--- src/rtl/axi_stream_pkg.sv ---
// Shared definitions for the AXI-Stream header insert/strip blocks:
// FSM state encoding plus keep-mask helpers usable at any lane count.
package axi_stream_pkg;

    // Upper bound on byte lanes the helper functions handle.
    localparam int MAX_LANES = 64;

    typedef enum logic [1:0] {
        ST_IDLE   = 2'd0,
        ST_FIRST  = 2'd1,
        ST_STREAM = 2'd2,
        ST_FLUSH  = 2'd3
    } strip_state_t;

    // MSB-contiguous mask of n ones within a lanes-wide keep field.
    function automatic logic [MAX_LANES-1:0] keep_from_count(input int n, input int lanes);
        logic [MAX_LANES-1:0] mask;
        mask = '0;
        for (int i = 0; i < MAX_LANES; i++) begin
            if ((i < lanes) && (i >= lanes - n)) begin
                mask[i] = 1'b1;
            end
        end
        return mask;
    endfunction

    // Number of asserted lanes in a keep field.
    function automatic int popcount_keep(input logic [MAX_LANES-1:0] keep);
        int count;
        count = 0;
        for (int i = 0; i < MAX_LANES; i++) begin
            if (keep[i]) begin
                count = count + 1;
            end
        end
        return count;
    endfunction

endpackage

--- src/rtl/axi_stream_byte_merge.sv ---
// Combinational re-alignment: a left-aligned residual followed by the head of
// the next word, trimmed to total_bytes lanes with unused lanes forced to 0.
module axi_stream_byte_merge
    import axi_stream_pkg::*;
#(
    parameter int DATA_WD      = 32,
    parameter int DATA_BYTE_WD = DATA_WD / 8,
    parameter int CNT_WD       = $clog2(DATA_BYTE_WD) + 1
) (
    input  logic [DATA_WD-1:0]      resid_data,
    input  logic [CNT_WD-1:0]       resid_bytes,
    input  logic [DATA_WD-1:0]      head_data,
    input  logic [CNT_WD-1:0]       total_bytes,
    output logic [DATA_WD-1:0]      merged_data,
    output logic [DATA_BYTE_WD-1:0] merged_keep
);

    logic [DATA_WD-1:0] combined;

    // Slide the head below the residual bytes, then zero every lane past the valid count.
    always_comb begin
        combined    = resid_data | (head_data >> {resid_bytes, 3'b000});
        merged_keep = DATA_BYTE_WD'(keep_from_count(int'(total_bytes), DATA_BYTE_WD));
        merged_data = '0;
        for (int i = 0; i < DATA_BYTE_WD; i++) begin
            if (merged_keep[i]) begin
                merged_data[8*i +: 8] = combined[8*i +: 8];
            end
        end
    end

endmodule

--- src/rtl/axi_stream_strip_header.sv ---
// Removes a per-packet number of leading bytes (from a side-channel token)
// and re-packs the remaining payload into full MSB-first beats.
module axi_stream_strip_header
    import axi_stream_pkg::*;
#(
    parameter int DATA_WD      = 32,
    parameter int DATA_BYTE_WD = DATA_WD / 8,
    parameter int BYTE_CNT_WD  = $clog2(DATA_BYTE_WD)
) (
    input  logic                    clk,
    input  logic                    rst,
    input  logic                    valid_in,
    input  logic [DATA_WD-1:0]      data_in,
    input  logic [DATA_BYTE_WD-1:0] keep_in,
    input  logic                    last_in,
    output logic                    ready_in,
    input  logic                    valid_strip,
    input  logic [BYTE_CNT_WD-1:0]  strip_cnt,
    output logic                    ready_strip,
    output logic                    valid_out,
    output logic [DATA_WD-1:0]      data_out,
    output logic [DATA_BYTE_WD-1:0] keep_out,
    output logic                    last_out,
    input  logic                    ready_out,
    output logic                    drop_pkt
);

    // One extra bit so a strip length of a full word (S = W) is representable.
    localparam int CNT_WD = BYTE_CNT_WD + 1;
    typedef logic [CNT_WD-1:0] cnt_t;

    strip_state_t       state;
    cnt_t               strip_bytes;
    cnt_t               flush_bytes;
    logic [DATA_WD-1:0] resid_data;

    logic               out_free;
    logic               in_hs;
    cnt_t               in_bytes;
    cnt_t               keep_bytes;
    logic               short_tail;
    logic [DATA_WD-1:0] shifted_in;

    logic [DATA_WD-1:0]      m_resid;
    cnt_t                    m_resid_bytes;
    logic [DATA_WD-1:0]      m_head;
    cnt_t                    m_total;
    logic [DATA_WD-1:0]      merged_data;
    logic [DATA_BYTE_WD-1:0] merged_keep;

    assign out_free    = !valid_out || ready_out;
    assign ready_strip = (state == ST_IDLE) && !rst;
    assign ready_in    = ((state == ST_FIRST) || (state == ST_STREAM)) && out_free && !rst;
    assign in_hs       = valid_in && ready_in;
    assign in_bytes    = cnt_t'(popcount_keep(MAX_LANES'(keep_in)));
    assign keep_bytes  = cnt_t'(DATA_BYTE_WD) - strip_bytes;
    assign short_tail  = in_bytes <= strip_bytes;
    assign shifted_in  = data_in << {strip_bytes, 3'b000};

    // Choose what the merge unit combines for the beat this state could emit.
    always_comb begin
        m_resid       = resid_data;
        m_resid_bytes = keep_bytes;
        m_head        = data_in;
        m_total       = cnt_t'(DATA_BYTE_WD);
        case (state)
            ST_FIRST: begin
                m_resid = shifted_in;
                m_head  = '0;
                m_total = in_bytes - strip_bytes;
            end
            ST_STREAM: begin
                if (last_in && short_tail) begin
                    m_total = keep_bytes + in_bytes;
                end
            end
            ST_FLUSH: begin
                m_head  = '0;
                m_total = flush_bytes;
            end
            default: begin
            end
        endcase
    end

    axi_stream_byte_merge #(
        .DATA_WD      (DATA_WD),
        .DATA_BYTE_WD (DATA_BYTE_WD),
        .CNT_WD       (CNT_WD)
    ) u_merge (
        .resid_data  (m_resid),
        .resid_bytes (m_resid_bytes),
        .head_data   (m_head),
        .total_bytes (m_total),
        .merged_data (merged_data),
        .merged_keep (merged_keep)
    );

    // Packet FSM with the single-stage output register and drop pulse.
    always_ff @(posedge clk) begin
        if (rst) begin
            state       <= ST_IDLE;
            strip_bytes <= '0;
            flush_bytes <= '0;
            resid_data  <= '0;
            valid_out   <= 1'b0;
            data_out    <= '0;
            keep_out    <= '0;
            last_out    <= 1'b0;
            drop_pkt    <= 1'b0;
        end else begin
            drop_pkt <= 1'b0;
            if (out_free) begin
                valid_out <= 1'b0;
            end
            case (state)
                ST_IDLE: begin
                    if (valid_strip) begin
                        strip_bytes <= cnt_t'(strip_cnt) + cnt_t'(1);
                        state       <= ST_FIRST;
                    end
                end
                ST_FIRST: begin
                    if (in_hs) begin
                        resid_data <= shifted_in;
                        if (last_in) begin
                            if (short_tail) begin
                                drop_pkt <= 1'b1;
                            end else begin
                                valid_out <= 1'b1;
                                data_out  <= merged_data;
                                keep_out  <= merged_keep;
                                last_out  <= 1'b1;
                            end
                            state <= ST_IDLE;
                        end else begin
                            state <= ST_STREAM;
                        end
                    end
                end
                ST_STREAM: begin
                    if (in_hs) begin
                        resid_data <= shifted_in;
                        valid_out  <= 1'b1;
                        data_out   <= merged_data;
                        keep_out   <= merged_keep;
                        last_out   <= last_in && short_tail;
                        if (last_in) begin
                            if (short_tail) begin
                                state <= ST_IDLE;
                            end else begin
                                flush_bytes <= in_bytes - strip_bytes;
                                state       <= ST_FLUSH;
                            end
                        end
                    end
                end
                ST_FLUSH: begin
                    if (out_free) begin
                        valid_out <= 1'b1;
                        data_out  <= merged_data;
                        keep_out  <= merged_keep;
                        last_out  <= 1'b1;
                        state     <= ST_IDLE;
                    end
                end
                default: begin
                    state <= ST_IDLE;
                end
            endcase
        end
    end

endmodule

--- config.mk ---
export PLATFORM = sky130hd
export DESIGN_NAME = axi_stream_strip_header
export DESIGN_NICKNAME = d
export VERILOG_FILES = /design/src/rtl/axi_stream_pkg.sv /design/src/rtl/axi_stream_byte_merge.sv /design/src/rtl/axi_stream_strip_header.sv
export SDC_FILE = /design/constraint.sdc
export NUM_CORES = 1
export LEC_CHECK = 0
export ABC_CLOCK_PERIOD_IN_PS = 5000
export CORE_UTILIZATION = 40
export DETAILED_ROUTE_END_ITERATION = 8
export DONT_BUFFER_PORTS = 1
export GPL_TIMING_DRIVEN = 0
export PLACE_DENSITY = 0.61
export SKIP_LAST_GASP = 1
export SLEW_MARGIN = 20
export SYNTH_ARGS = -nofsm -noshare
export SYNTH_HDL_FRONTEND = slang
export SYNTH_SLANG_ARGS = --single-unit
--- constraint.sdc ---
create_clock -name clk -period 5 [get_ports clk]
set_clock_uncertainty 0.15 [all_clocks]
set_input_delay 0.5 -clock clk [delete_from_list [all_inputs] [get_ports clk]]
set_output_delay 0.5 -clock clk [all_outputs]
set_load 0.03 [all_outputs]
==> results of run 1 <==
cells in the mapped netlist (all sizes together), types with 7 or more instances:
| master | n | share of area, % |
|---|---|---|
| dfxtp | 79 | 34 |
| nor2 | 75 | 6.0 |
| a21oi | 62 | 6.7 |
| mux2i | 35 | 7.4 |
| nand2 | 31 | 2.5 |
| o21ai | 25 | 2.7 |
| nand3 | 23 | 2.4 |
| buf | 22 | 2.2 |
| clkbuf | 21 | 1.7 |
| nor2b | 18 | 2.4 |
| o2bb2ai | 18 | 4.4 |
| inv | 17 | 1.4 |
| a22o | 16 | 3.0 |
| ha | 15 | 4.0 |
| a211oi | 11 | 1.8 |
| nor3 | 11 | 1.2 |
| a221oi | 9 | 1.7 |
| a221o | 8 | 1.7 |
| o22ai | 8 | 1.1 |
| o31ai | 8 | 1.3 |
| or3 | 7 | 0.93 |
where the power goes:
part,internal (mW),total (mW),switching [mW],leakage (nW)
logic,0.259,0.744,0.485,1.16
registers,0.695,0.814,0.119,0.641
clock network,0.426,0.689,0.263,0.156
total,1.38,2.25,0.867,1.96
metal layers:
layer | track usage, % | wire, um
met3 | 7.46 | 1320
met5 | 0 | 0
met4 | 11.6 | 554
met2 | 42.6 | 7410
met1 | 32.6 | 6600
layout make-up:
type | instances | area [um^2] | area share [%]
Buffer | 43 | 184 | 3.54
Tap cell | 143 | 179 | 3.45
Multi-Input combinational cell | 428 | 2870 | 55.3
Inverter | 17 | 63.8 | 1.23
Clock buffer | 13 | 270 | 5.20
Sequential cell | 79 | 1580 | 30.5
Clock inverter | 3 | 40.0 | 0.771
registers in the layout, summed over array words and instances, names as in the netlist:
signal,count
state,2
resid_data,32
valid_out,1
last_out,1
strip_bytes,3
drop_pkt,1
flush_bytes,3
data_out,32
keep_out,4
worst max-delay path: cells and delay by family (launching register included):
kind | cells | cell delay [ns]
AOI/OAI and AO/OA | 4 | 0.87
adders and majority gates | 3 | 1.21
buffers and inverters | 5 | 1.19
DFF | 1 | 0.38
and+or+nand+nor | 3 | 0.52
how the worst min path moves through the flow:
stage	to	cells past startpoint
global placement	resid_data[4]$_SDFFE_PP0P_	2
floorplan	resid_data[0]$_SDFFE_PP0P_	2
CTS	strip_bytes[1]$_SDFFE_PP0P_	2
detailed placement	resid_data[4]$_SDFFE_PP0P_	2
global route	strip_bytes[1]$_SDFFE_PP0P_	2
finish	strip_bytes[1]$_SDFFE_PP0P_	2
cells by family (layout without fill, tap and decap cells):
group / Yosys count / in the layout
AOI/OAI and AO/OA: 184 / 184
and+or+nand+nor: 179 / 179
DFF: 79 / 79
buffers and inverters: 60 / 76
muxes: 41 / 41
adders and majority gates: 17 / 17
xor gates and xnor gates: 7 / 7
per-stage QoR:
stage	utilization [%]	instance area, um^2
after floorplan	-	4700
after global routing	45.5	5190
after CTS	45.5	5190
after detailed placement	42.8	4880
after global placement	42.8	4880
final	45.5	5190
layout by cell type (no fill, tap or decap), types with 9 or more instances in the layout:
cell type	netlist	routed
mux2i_1	35	35
nand2_1	31	31
a211oi_1	11	11
o2bb2ai_1	10	10
clkbuf_1	21	22
dfxtp_1	79	79
buf_2	12	12
a21oi_1	61	61
nor2_1	75	75
nor3_1	11	11
buf_1	9	9
nor2b_1	18	18
inv_1	16	16
ha_1	15	15
nand3_1	23	23
a221oi_1	9	9
o21ai_0	25	25
clkbuf_16	0	9
a22o_1	16	16
==> results.sh, run 1 <==
export IMPL_antenna_found_initial=0
export IMPL_worstPathRequired_ns=5.12
export IMPL_grt_max_degree=13
export IMPL_synth_adder_area_share_pct=4.84
export IMPL_grtUsageTotal_pct=26.4
export IMPL_finalCritPeriodShare_pct=88.1
export IMPL_cts_htree_levels=3
export IMPL_worstSetupStartpointType="flip-flop"
export IMPL_slew_violations=0
export IMPL_async_reset_ff_share_pct=0
export IMPL_hp_start="valid_strip"
export IMPL_fin_crit_ns=4.41
export IMPL_netlist_instances=567
export IMPL_ys_warnings_count=0
export IMPL_cts_resized=0
export IMPL_crit_arrival_ns=4.53
export IMPL_clock_path_buffers=2
export IMPL_hold_violations=0
export IMPL_finalNonFillerCells=726
export IMPL_tns_ns=0
export IMPL_vias=4453
export IMPL_via_per_inst=6.13
export IMPL_reg2regPathDepth=15
export IMPL_drtIter0Drc=431
export IMPL_seq_area_frac_synth_pct=33.6
export IMPL_portBuffers=0
export IMPL_reg2reg_to="data_out[13]$_SDFFE_PP0P_"
export IMPL_status="finished, final reports clean"
export IMPL_synth_flop_cell="dfxtp_1"
export IMPL_ff2ff_setup_slack_ns=0.59
export IMPL_crit_path_max_incr_delay_ns=0.54
export IMPL_coreArea_um2=11400
export IMPL_synth_top_family_by_area="compound AO/OA/AOI/OAI gates"
export IMPL_worst_pin_slew_ns=1.17
export IMPL_hp_class="in -> reg"
export IMPL_first_pass_iters=6
export IMPL_rsz0062_at_grt="false"
export IMPL_hpwl_um=11900
export IMPL_place_worst_setup_slack_ns=0.567
export IMPL_cts_reportedPaths_clkPinSlew_ns=0.06
export IMPL_slew_limit_headroom_pct=21.6
export IMPL_synth_simple_area_share_pct=17.4
export IMPL_finalNetCount=639
export IMPL_rows=39
export IMPL_drc=0
export IMPL_cts_root_buffer="clkbuf_16"
export IMPL_cts_buffers=9
export IMPL_grt_pass1_wl_um=24800
export IMPL_synth_compound_area_share_pct=28.1
export IMPL_hold_buffers=0
export IMPL_cpMaxStageDelayCell="fa_1"
export IMPL_fp_dieH_um=110
export IMPL_drt_wl_total_um=15900
export IMPL_numClockSinks=79
export IMPL_num_antenna_cells=0
export IMPL_synth_xor_area_share_pct=1.89
export IMPL_place_inst=710
export IMPL_die_x_um=110
export IMPL_crit_reg2reg_launch="strip_bytes[1]$_SDFFE_PP0P_"
export IMPL_irDropWorstVdd_mv=0.237
export IMPL_p_total_mw=2.25
export IMPL_setup_worst_path_start="strip_bytes[1]$_SDFFE_PP0P_"
export IMPL_cts_setup_buffers=0
export IMPL_ant_nets=0
export IMPL_synth_fp_nets=628
export IMPL_drv_cap=0
export IMPL_synthMuxAreaShare_pct=8.89
export IMPL_fill_cells=1158
export IMPL_crit_chain="buf_2 -> clkbuf_1 -> inv_1 -> ha_1 -> fa_1 -> nand3_1 -> a31o_2 -> a41oi_1 -> inv_1 -> ha_1 -> nor2_1 -> a31oi_2 -> or3_1 -> buf_6 -> o2bb2ai_2"
export IMPL_drive_gt1_share_pct=8.58
export IMPL_ys_ff_latch=79
export IMPL_setup_viol=0
export IMPL_netlist_area_um2=4700
export IMPL_whs_ns=0.160
export IMPL_cts_tree="yes"
export IMPL_ios=85
export IMPL_power_density_nw_per_um2=433
export IMPL_worst_setup_path_type="reg -> reg"
export IMPL_overflow=0
export IMPL_syn2layout_area_growth_pct=10.4
export IMPL_wire_per_inst_um=21.9
export IMPL_gp_congestion=0.951
export IMPL_fp_dieArea_um2=12200
export IMPL_crit_end="data_out[13]$_SDFFE_PP0P_"
export IMPL_grt_pass1_vias=4268
export IMPL_worstPathMaxFanout=10
export IMPL_clk_latency_ns=0.35
export IMPL_p_leak_nw=1.96
export IMPL_syn_avg_cell_area_um2=8.29
export IMPL_setup_ws_ns=0.593
export IMPL_cp_end_kind="flip-flop"
export IMPL_start_util_pct=41.2
export IMPL_fmax_ghz=0.227
export IMPL_ys_types=51
export IMPL_synth_edf_count=0
Note: power is estimated with default switching activity, not from simulation.
==> run 2, diff against run 1 <==
--- a/config.mk
+++ b/config.mk
@@ -6,10 +6,13 @@
 export NUM_CORES = 1
 export LEC_CHECK = 0
 export ABC_CLOCK_PERIOD_IN_PS = 5000
+export CAP_MARGIN = 30
+export CORE_ASPECT_RATIO = 1.75
 export CORE_UTILIZATION = 40
 export DETAILED_ROUTE_END_ITERATION = 8
 export DONT_BUFFER_PORTS = 1
 export GPL_TIMING_DRIVEN = 0
+export HOLD_SLACK_MARGIN = 0.03
 export PLACE_DENSITY = 0.61
 export SKIP_LAST_GASP = 1
 export SLEW_MARGIN = 20
==> run 2 against run 1 <==
The run now ends with DRC left. Register-to-register slack hardly changed. Worst setup slack improved by 0.0028 ns. Worst hold slack better by 0.0043 ns. Maximum frequency about the same. Power shrank 0.22%. Non-clock buffer count rose by 1. Sequential power hardly changed. Core utilization is 0.55 points lower. Sequential share of layout area is 0.11 points higher. Global-route usage up 1.5 points. Critical path depth unchanged. Sequential cell count did not move. Largest power group unchanged.
==> results.sh, run 2 (synthesized netlist as in run 1, its figures left out) <==
export IMPL_cts_root_buffer="clkbuf_16"
export IMPL_numClockSinks=79
export IMPL_drc=10
export IMPL_fmax_ghz=0.227
export IMPL_reg_top3="data_out x32, resid_data x32, keep_out x4"
export IMPL_vias=4650
export IMPL_fp_dieH_um=145
export IMPL_placed_area_um2=4870
export IMPL_setup_ws_ns=0.596
export IMPL_worst_pin_slew_ns=0.747
export IMPL_worst_setup_path_type="reg -> reg"
export IMPL_coreArea_um2=11500
export IMPL_rows=52
export IMPL_wire_per_inst_um=23.3
export IMPL_clock_path_buffers=2
export IMPL_portBuffers=0
export IMPL_drive_gt1_share_pct=8.90
export IMPL_via_per_inst=6.47
export IMPL_violations="DRC"
export IMPL_drt_wl_total_um=16800
export IMPL_slew_violations=0
export IMPL_status="complete, but fails checks"
export IMPL_cts_setup_buffers=0
export IMPL_worstPathRequired_ns=5.13
export IMPL_ff2ff_setup_slack_ns=0.60
export IMPL_crit_family="adder cells"
export IMPL_grtUsageTotal_pct=27.9
export IMPL_start_util_pct=40.8
export IMPL_worstHoldPathCells=2
export IMPL_cts_resized=0
export IMPL_gp_congestion=0.964
export IMPL_cp_end_kind="flip-flop"
export IMPL_finalNetCount=640
export IMPL_grt_pass1_wl_um=25800
export IMPL_syn2layout_area_growth_pct=10.0
export IMPL_grt_met3_usage_pct=8.34
export IMPL_antenna_found_initial=0
export IMPL_place_worst_setup_slack_ns=0.476
export IMPL_cts_buffers=9
export IMPL_cts_reportedPaths_clkPinSlew_ns=0.06
export IMPL_cts_tree="yes"
export IMPL_cp_buffers_inverters=5
export IMPL_cpMaxStageDelayCell="fa_1"
export IMPL_setup_viol=0
export IMPL_whs_ns=0.164
export IMPL_finalCritPeriodShare_pct=88.1
export IMPL_ant_nets=0
export IMPL_fill_cells=1176
export IMPL_rsz0062_at_grt="false"
export IMPL_clk_latency_ns=0.35
export IMPL_irDropWorstVdd_mv=0.174
export IMPL_hold_violations=0
export IMPL_critical_path_depth=15
export IMPL_p_leak_nw=1.96
export IMPL_hpwl_um=12900
export IMPL_num_antenna_cells=0
export IMPL_crit_arrival_ns=4.54
export IMPL_first_pass_iters=9
export IMPL_drtIter0Drc=353
export IMPL_worstPathMaxFanout=10
export IMPL_grt_pass1_vias=4642
export IMPL_cts_htree_levels=3
export IMPL_slew_limit_headroom_pct=50.0
export IMPL_overflow=0
export IMPL_ios=85
export IMPL_fin_crit_ns=4.40
export IMPL_die_x_um=84.0
export IMPL_fp_dieArea_um2=12200
export IMPL_crit_chain="buf_2 -> clkbuf_1 -> inv_1 -> ha_1 -> fa_1 -> nand3_1 -> a31o_2 -> a41oi_1 -> inv_1 -> ha_1 -> nor2_1 -> a31oi_2 -> or3_1 -> buf_6 -> o2bb2ai_2"
export IMPL_crit_path_max_incr_delay_ns=0.53
export IMPL_use_met1_pct=27.3
export IMPL_tns_ns=0
export IMPL_reg2regPathDepth=15
export IMPL_drv_cap=0
export IMPL_power_density_nw_per_um2=433
export IMPL_grt_max_degree=15
export IMPL_hp_class="in -> reg"
export IMPL_hold_buffers=0
export IMPL_final_common_cell="dfxtp_1"
export IMPL_grt_use_met2_pct=49.2
export IMPL_final_cell_mix="dfxtp_1 (79), nor2_1 (75), a21oi_1 (61)"
export IMPL_busiest_layer="met2"
export IMPL_worstSetupStartpointType="flip-flop"
export IMPL_final_area_um2=5170
run 2: cell types whose count changed in the layout (fill, tap and decap cells not counted):
cell      change
clkbuf_1      -1
clkinv_4      +2
inv_6         +1
buf_2         +1
clkbuf_8      -3
clkinv_2      +1
run 2: per-stage QoR:
step                      power, mW  util (%)  cells
after floorplan                1.35         -    567
after global placement         1.56      42.3    702
after detailed placement       1.58      42.3    702
after CTS                      2.24      44.9    718
after global routing           2.35      44.9    719
final                          2.24      44.9    719
run 2: final cells by class:
| class | count | area (um^2) | share of cell area [%] |
|---|---|---|---|
| Sequential cell | 79 | 1580 | 30.6 |
| Buffer | 43 | 184 | 3.56 |
| Inverter | 17 | 63.8 | 1.23 |
| Timing Repair Buffer | 1 | 5.00 | 0.0967 |
| Tap cell | 135 | 169 | 3.26 |
| Multi-Input combinational cell | 428 | 2870 | 55.6 |
| Clock buffer | 9 | 225 | 4.35 |
| Clock inverter | 7 | 71.3 | 1.38 |
run 2: worst reg2reg max path, cell delays in order, from the launching register on:
cell and delay [ns]:
dfxtp_1 0.36, buf_2 0.31, clkbuf_1 0.42, inv_1 0.13, ha_1 0.36, fa_1 0.53
nand3_1 0.07, a31o_2 0.25, a41oi_1 0.39, inv_1 0.09, ha_1 0.30, nor2_1 0.14
a31oi_2 0.17, or3_1 0.37, buf_6 0.17, o2bb2ai_2 0.14
run 2: where the power goes:
group / switching (mW) / internal (mW)
sequential: 0.120 / 0.695
clock: 0.280 / 0.387
combinational: 0.500 / 0.260
run 2: final timing paths:
kind,start,end
worst max-delay path,strip_bytes[1]$_SDFFE_PP0P_,data_out[11]$_SDFFE_PP0P_
worst min-delay path,data_in[5],resid_data[5]$_SDFFE_PP0P_
worst max register to register,strip_bytes[1]$_SDFFE_PP0P_,data_out[11]$_SDFFE_PP0P_
worst min register to register,resid_data[29]$_SDFFE_PP0P_,resid_data[29]$_SDFFE_PP0P_
run 2: layer usage:
layer / vias up / wire length [um]
met5: - / 0
met4: 0 / 1290
met3: 74 / 1300
met2: 226 / 8580
met1: 2257 / 5610
li1: 2093 / -
==> run 3, diff against run 2 <==
--- a/config.mk
+++ b/config.mk
@@ -9,6 +9,7 @@
 export CAP_MARGIN = 30
 export CORE_ASPECT_RATIO = 1.75
 export CORE_UTILIZATION = 40
+export CTS_BUF_LIST = sky130_fd_sc_hd__clkbuf_8
 export DETAILED_ROUTE_END_ITERATION = 8
 export DONT_BUFFER_PORTS = 1
 export GPL_TIMING_DRIVEN = 0
==> run 3 against run 2 <==
The flow still finishes with violations (DRC). Core utilization is 0.88 points lower. Combinational power hardly changed. Clock-buffer cell count unchanged. Via count fell by 1.3%. Critical endpoint unchanged.
==> results.sh, run 3 (synthesized netlist as in run 1, its figures left out) <==
export IMPL_numClockSinks=79
export IMPL_cts_tree="yes"
export IMPL_num_antenna_cells=0
export IMPL_drtIter0Drc=413
export IMPL_hp_start="data_in[5]"
export IMPL_critical_path_depth=15
export IMPL_multi_input_area_um2=2870
export IMPL_grt_pass1_vias=4653
export IMPL_slew_limit_headroom_pct=47.1
export IMPL_crit_arrival_ns=4.53
export IMPL_cts_htree_levels=3
export IMPL_grt_pass1_wl_um=25800
export IMPL_slew_violations=0
export IMPL_ff2ff_setup_slack_ns=0.63
export IMPL_p_switching_mw=0.875
export IMPL_crit_path_max_incr_delay_ns=0.53
export IMPL_coreArea_um2=11500
export IMPL_fmax_ghz=0.229
export IMPL_cpMaxStageDelayCell="fa_1"
export IMPL_crit_reg2reg_launch="strip_bytes[1]$_SDFFE_PP0P_"
export IMPL_hp_class="in -> reg"
export IMPL_worst_pin_slew_ns=0.790
export IMPL_reg2regPathDepth=15
export IMPL_finalNetCount=640
export IMPL_final_common_cell="dfxtp_1"
export IMPL_finalCritPeriodShare_pct=87.4
export IMPL_via_per_inst=6.38
export IMPL_crit_chain="buf_2 -> clkbuf_1 -> inv_1 -> ha_1 -> fa_1 -> nand3_1 -> a31o_2 -> a41oi_1 -> inv_1 -> ha_1 -> nor2_1 -> a31oi_2 -> or3_1 -> buf_6 -> o2bb2ai_2"
export IMPL_gp_congestion=0.964
export IMPL_cts_reportedPaths_clkPinSlew_ns=0.09
export IMPL_setup_viol=0
export IMPL_pwr_share_comb_pct=36.8
export IMPL_worstSetupStartpointType="flip-flop"
export IMPL_hold_buffers=0
export IMPL_drv_cap=0
export IMPL_p_total_mw=2.06
export IMPL_worstPathMaxFanout=10
export IMPL_hpwl_um=12900
export IMPL_cts_setup_buffers=0
export IMPL_irDropWorstVdd_mv=0.151
export IMPL_final_cell_mix="dfxtp_1 (79), nor2_1 (75), a21oi_1 (61)"
export IMPL_ant_nets=0
export IMPL_wire_per_inst_um=23.2
export IMPL_portBuffers=0
export IMPL_violations="DRC"
export IMPL_start_util_pct=40.8
export IMPL_grt_max_degree=15
export IMPL_crit_family="adder cells"
export IMPL_worst_setup_path_type="reg -> reg"
export IMPL_die_x_um=84.0
export IMPL_drt_wl_total_um=16700
export IMPL_cts_buffers=9
export IMPL_fill_cells=1181
export IMPL_worstHoldPathCells=2
export IMPL_drive_gt1_share_pct=8.90
export IMPL_reg2reg_to="data_out[11]$_SDFFE_PP0P_"
export IMPL_seqPwrFrac_pct=39.5
export IMPL_cp_buffers_inverters=5
export IMPL_reg_top3="data_out x32, resid_data x32, keep_out x4"
export IMPL_rsz0062_at_grt="false"
export IMPL_swShare_pct=42.5
export IMPL_cp_end_kind="flip-flop"
export IMPL_vias=4590
export IMPL_tns_ns=0
export IMPL_seqCellArea_um2=1580
export IMPL_grtUsageTotal_pct=27.9
export IMPL_fp_dieH_um=145
export IMPL_clockPowerShare_pct=23.6
export IMPL_p_int_mw=1.19
export IMPL_cts_resized=0
export IMPL_first_pass_iters=9
export IMPL_cts_root_buffer="clkbuf_8"
export IMPL_rows=52
export IMPL_p_leak_nw=1.91
export IMPL_worstPathRequired_ns=5.16
export IMPL_fp_dieArea_um2=12200
export IMPL_clock_path_buffers=2
export IMPL_overflow=0
export IMPL_fin_crit_ns=4.37
export IMPL_clk_latency_ns=0.37
export IMPL_power_density_nw_per_um2=406
export IMPL_antenna_found_initial=0
export IMPL_syn2layout_area_growth_pct=7.85
export IMPL_hold_violations=0
export IMPL_drc=10
export IMPL_ios=85
export IMPL_min_to="resid_data[5]$_SDFFE_PP0P_"
export IMPL_status="complete, but fails checks"
## run 3: cell count changes in the layout (fill, tap and decap cells not counted)
cell and delta:
clkbuf_8 +9, buf_2 -1, clkbuf_2 +1, clkbuf_16 -9
## run 3: routing by layer
| layer | global-route usage, % | up-vias | wire length (um) |
|---|---|---|---|
| li1 | - | 2093 | - |
| met1 | 27.3 | 2213 | 5680 |
| met2 | 48.8 | 215 | 8510 |
| met3 | 7.94 | 69 | 1200 |
| met4 | 21.3 | 0 | 1280 |
| met5 | 0 | - | 0 |
## run 3: power groups by stage
stage	Combinational, mW	Clock, mW	Sequential, mW
finish	0.759	0.487	0.814
CTS	0.749	0.496	0.815
global route	0.824	0.529	0.822
floorplan	0.537	0	0.816
detailed placement	0.746	0	0.829
global placement	0.736	0	0.827
## run 3: worst register-to-register path: cells and delay by family (launching register included)
family	cells	cell delay, ns
AND/OR/NAND/NOR	3	0.56
AO/OA/AOI/OAI	4	0.94
buffers and inverters	5	1.12
adder cells (fa/ha/maj)	3	1.19
flip-flops	1	0.37
## run 3: cell type report
type,instances,share of cell area (%)
plain buffers,43,3.63
clock buffers,9,2.44
clock inverters,7,1.41
inverters,17,1.26
multi-input cells,428,56.7
flip-flops and latches,79,31.2
well taps,135,3.33
repair buffers,1,0.0987
## run 3: how the worst max path moves through the flow
| stage | from | slack [ns] | to |
|---|---|---|---|
| detailed placement | keep_in[0] | 0.48 | data_out[8]$_SDFFE_PP0P_ |
| CTS | strip_bytes[1]$_SDFFE_PP0P_ | 0.62 | data_out[8]$_SDFFE_PP0P_ |
| global placement | keep_in[0] | 0.54 | data_out[8]$_SDFFE_PP0P_ |
| global route | strip_bytes[1]$_SDFFE_PP0P_ | 0.43 | data_out[11]$_SDFFE_PP0P_ |
| floorplan | keep_in[0] | 0.92 | data_out[10]$_SDFFE_PP0P_ |
| finish | strip_bytes[1]$_SDFFE_PP0P_ | 0.63 | data_out[11]$_SDFFE_PP0P_ |
## run 3: per-stage QoR
stage / cells / setup WS [ns] / util (%) / hold slack [ns] / cell area [um^2]
after floorplan: 567 / 0.918 / - / 0.288 / 4700
after global placement: 702 / 0.544 / 42.3 / 0.304 / 4870
after detailed placement: 702 / 0.476 / 42.3 / 0.317 / 4870
after CTS: 718 / 0.624 / 44.0 / 0.134 / 5070
after global routing: 719 / 0.434 / 44.0 / 0.138 / 5070
final: 719 / 0.628 / 44.0 / 0.138 / 5070
==> variant, RTL diff (settings of run 1) <==
Reset style: asynchronous (`rst`), changed in one clocked block.
--- a/src/rtl/axi_stream_strip_header.sv
+++ b/src/rtl/axi_stream_strip_header.sv
@@ -98,5 +98,5 @@
 
     // Packet FSM with the single-stage output register and drop pulse.
-    always_ff @(posedge clk) begin
+    always_ff @(posedge clk or posedge rst) begin
         if (rst) begin
             state       <= ST_IDLE;
Behaviour: differs if rst is asserted again (counterexample within 4 cycles, from zero or initial values and one cycle with rst high); with rst held inactive, the same outputs for 4 cycles.
==> variant against run 1 <==
  * Non-clock buffer count up 3
  * Critical endpoint is now data_out[21]$_DFFE_PP0P_
  * Setup slack better by 0.22 ns
  * Wire length grew 3.7%
  * Cell area is 13% higher
  * Sequential cell count did not move
  * Synthesized area up 13%
  * Hold slack worse by 0.033 ns
  * Die area rose by 13%
Power is not compared: it rests on default switching activity, and its combinational part moved more than twofold at a synthesized area within 25%.
==> variant: results (changes against run 1) <==
[status]
status=finished, final reports clean  ; unchanged

[cells_and_area]
final_layout_size_suffix_gt1_share_pct=13.97  ; was 8.576%
nets=651  ; was 639
stdcell_count=766  ; was 726
fill_cells=1214  ; was 1158

[route]
vias=4629  ; was 4453
postRouteWirelength_um=16470  ; was 15880 µm
drt_first_pass_iters=5  ; was 6
drc=0  ; unchanged
drt_iter0_markers=463  ; was 431

[worst_setup_path]
cp.arrival_ns=4.21  ; was 4.53 ns
reg2reg_from=strip_bytes[0]$_DFFE_PP0P_  ; was strip_bytes[1]$_SDFFE_PP0P_
r2r_cells=10  ; was 15
cpPeakStageDelay_ns=0.87  ; was 0.54 ns
crit_path_start=strip_bytes[0]$_DFFE_PP0P_  ; was strip_bytes[1]$_SDFFE_PP0P_
critical-path-top-delay-family=compound AO/OA/AOI/OAI gates  ; was adder cells
crit_fanout=10  ; unchanged
r2r-end=data_out[21]$_DFFE_PP0P_  ; was data_out[13]$_SDFFE_PP0P_
cp_slowest_cell=o21bai_1  ; was fa_1
reg2reg_slack_ns=0.81  ; was 0.59 ns

[placement]
dp_slack_ns=0.6654  ; was 0.5670 ns
gp_congestion=0.9462  ; was 0.9510
dp_cells=749  ; was 710
place_hpwl_um=12460  ; was 11900 µm
placed_area_um2=5560  ; was 4882 µm²

[cts]
clk_pin_slew_ns=0.06  ; about the same
hold_buffers=1  ; was 0
clockBufferDepth=2  ; unchanged

[min_path]
hold_start=strip_cnt[0]  ; was valid_strip
hold_path_depth=1  ; was 2
holdPathEnd=strip_bytes[0]$_DFFE_PP0P_  ; was strip_bytes[1]$_SDFFE_PP0P_

[global_routing]
antenna_found_initial=0  ; unchanged
grt_usage_pct=25.12  ; was 26.36%
grt_pass1_vias=4541  ; was 4268
grt_max_degree=50  ; was 13
grt_pass1_wl_um=25250  ; was 24800 µm

[synth]
ys.flop_type=dfrtp_1  ; was dfxtp_1
synth.distinct_cells=64  ; was 51
async_flop_share_pct=100.0  ; was 0%
synth_common_cells=nand2_1 (111), dfrtp_1 (79), o21ai_0 (38)  ; was dfxtp_1 (79), nor2_1 (75), a21oi_1 (61)
ys_seq_area_share_pct=37.19  ; was 33.63%
synthTopCellsByArea=dfrtp_1 (37%), nand2_1 (7.8%), mux2i_1 (4.3%), mux4_2 (4.2%), ha_1 (3.8%)  ; was dfxtp_1 (34%), mux2i_1 (7.4%), a21oi_1 (6.5%), nor2_1 (6.0%), ha_1 (4.0%)
ys_warn_count=0  ; unchanged
syn_nets=638  ; was 628
syn_avg_cell_area_um2=9.228  ; was 8.295 µm²

[sta]
timing.hold.ws_ns=0.1270  ; was 0.1601 ns
fin_tns_setup_ns=0  ; unchanged
slew-limit-headroom_pct=28.89  ; was 21.65%
finalCriticalPeriod_ns=4.185  ; was 4.407 ns

[power]
pg_seq_mw=1.23

==> variant: cell families after synthesis <==
group / after synthesis / share of synthesized area (%)
XOR/XNOR: 7 / 1.671
AO/OA/AOI/OAI: 167 / 21.68
adder cells (fa/ha/maj): 18 / 4.520
multiplexers: 50 / 12.17
flip-flops: 79 / 37.19
AND/OR/NAND/NOR: 188 / 16.53
buffers and inverters: 67 / 6.238
==> variant: metal layers <==
layer,routed length [µm],track usage [%],part of all wire (%),vias to the layer above
met2,7551,38.78,46,228
li1,-,-,-,2103
met5,0,0,0,-
met1,6705,31.68,41,2259
met3,1697,8.187,10,39
met4,519,12.24,3.2,0
==> variant: cell type report <==
cell class | instances | share of cell area, %
plain buffers | 44 | 4.195
clock buffers | 10 | 4.088
clock inverters | 6 | 0.6207
inverters | 23 | 1.520
multi-input cells | 430 | 51.43
flip-flops and latches | 79 | 33.82
well taps | 172 | 3.681
repair buffers | 2 | 0.6421
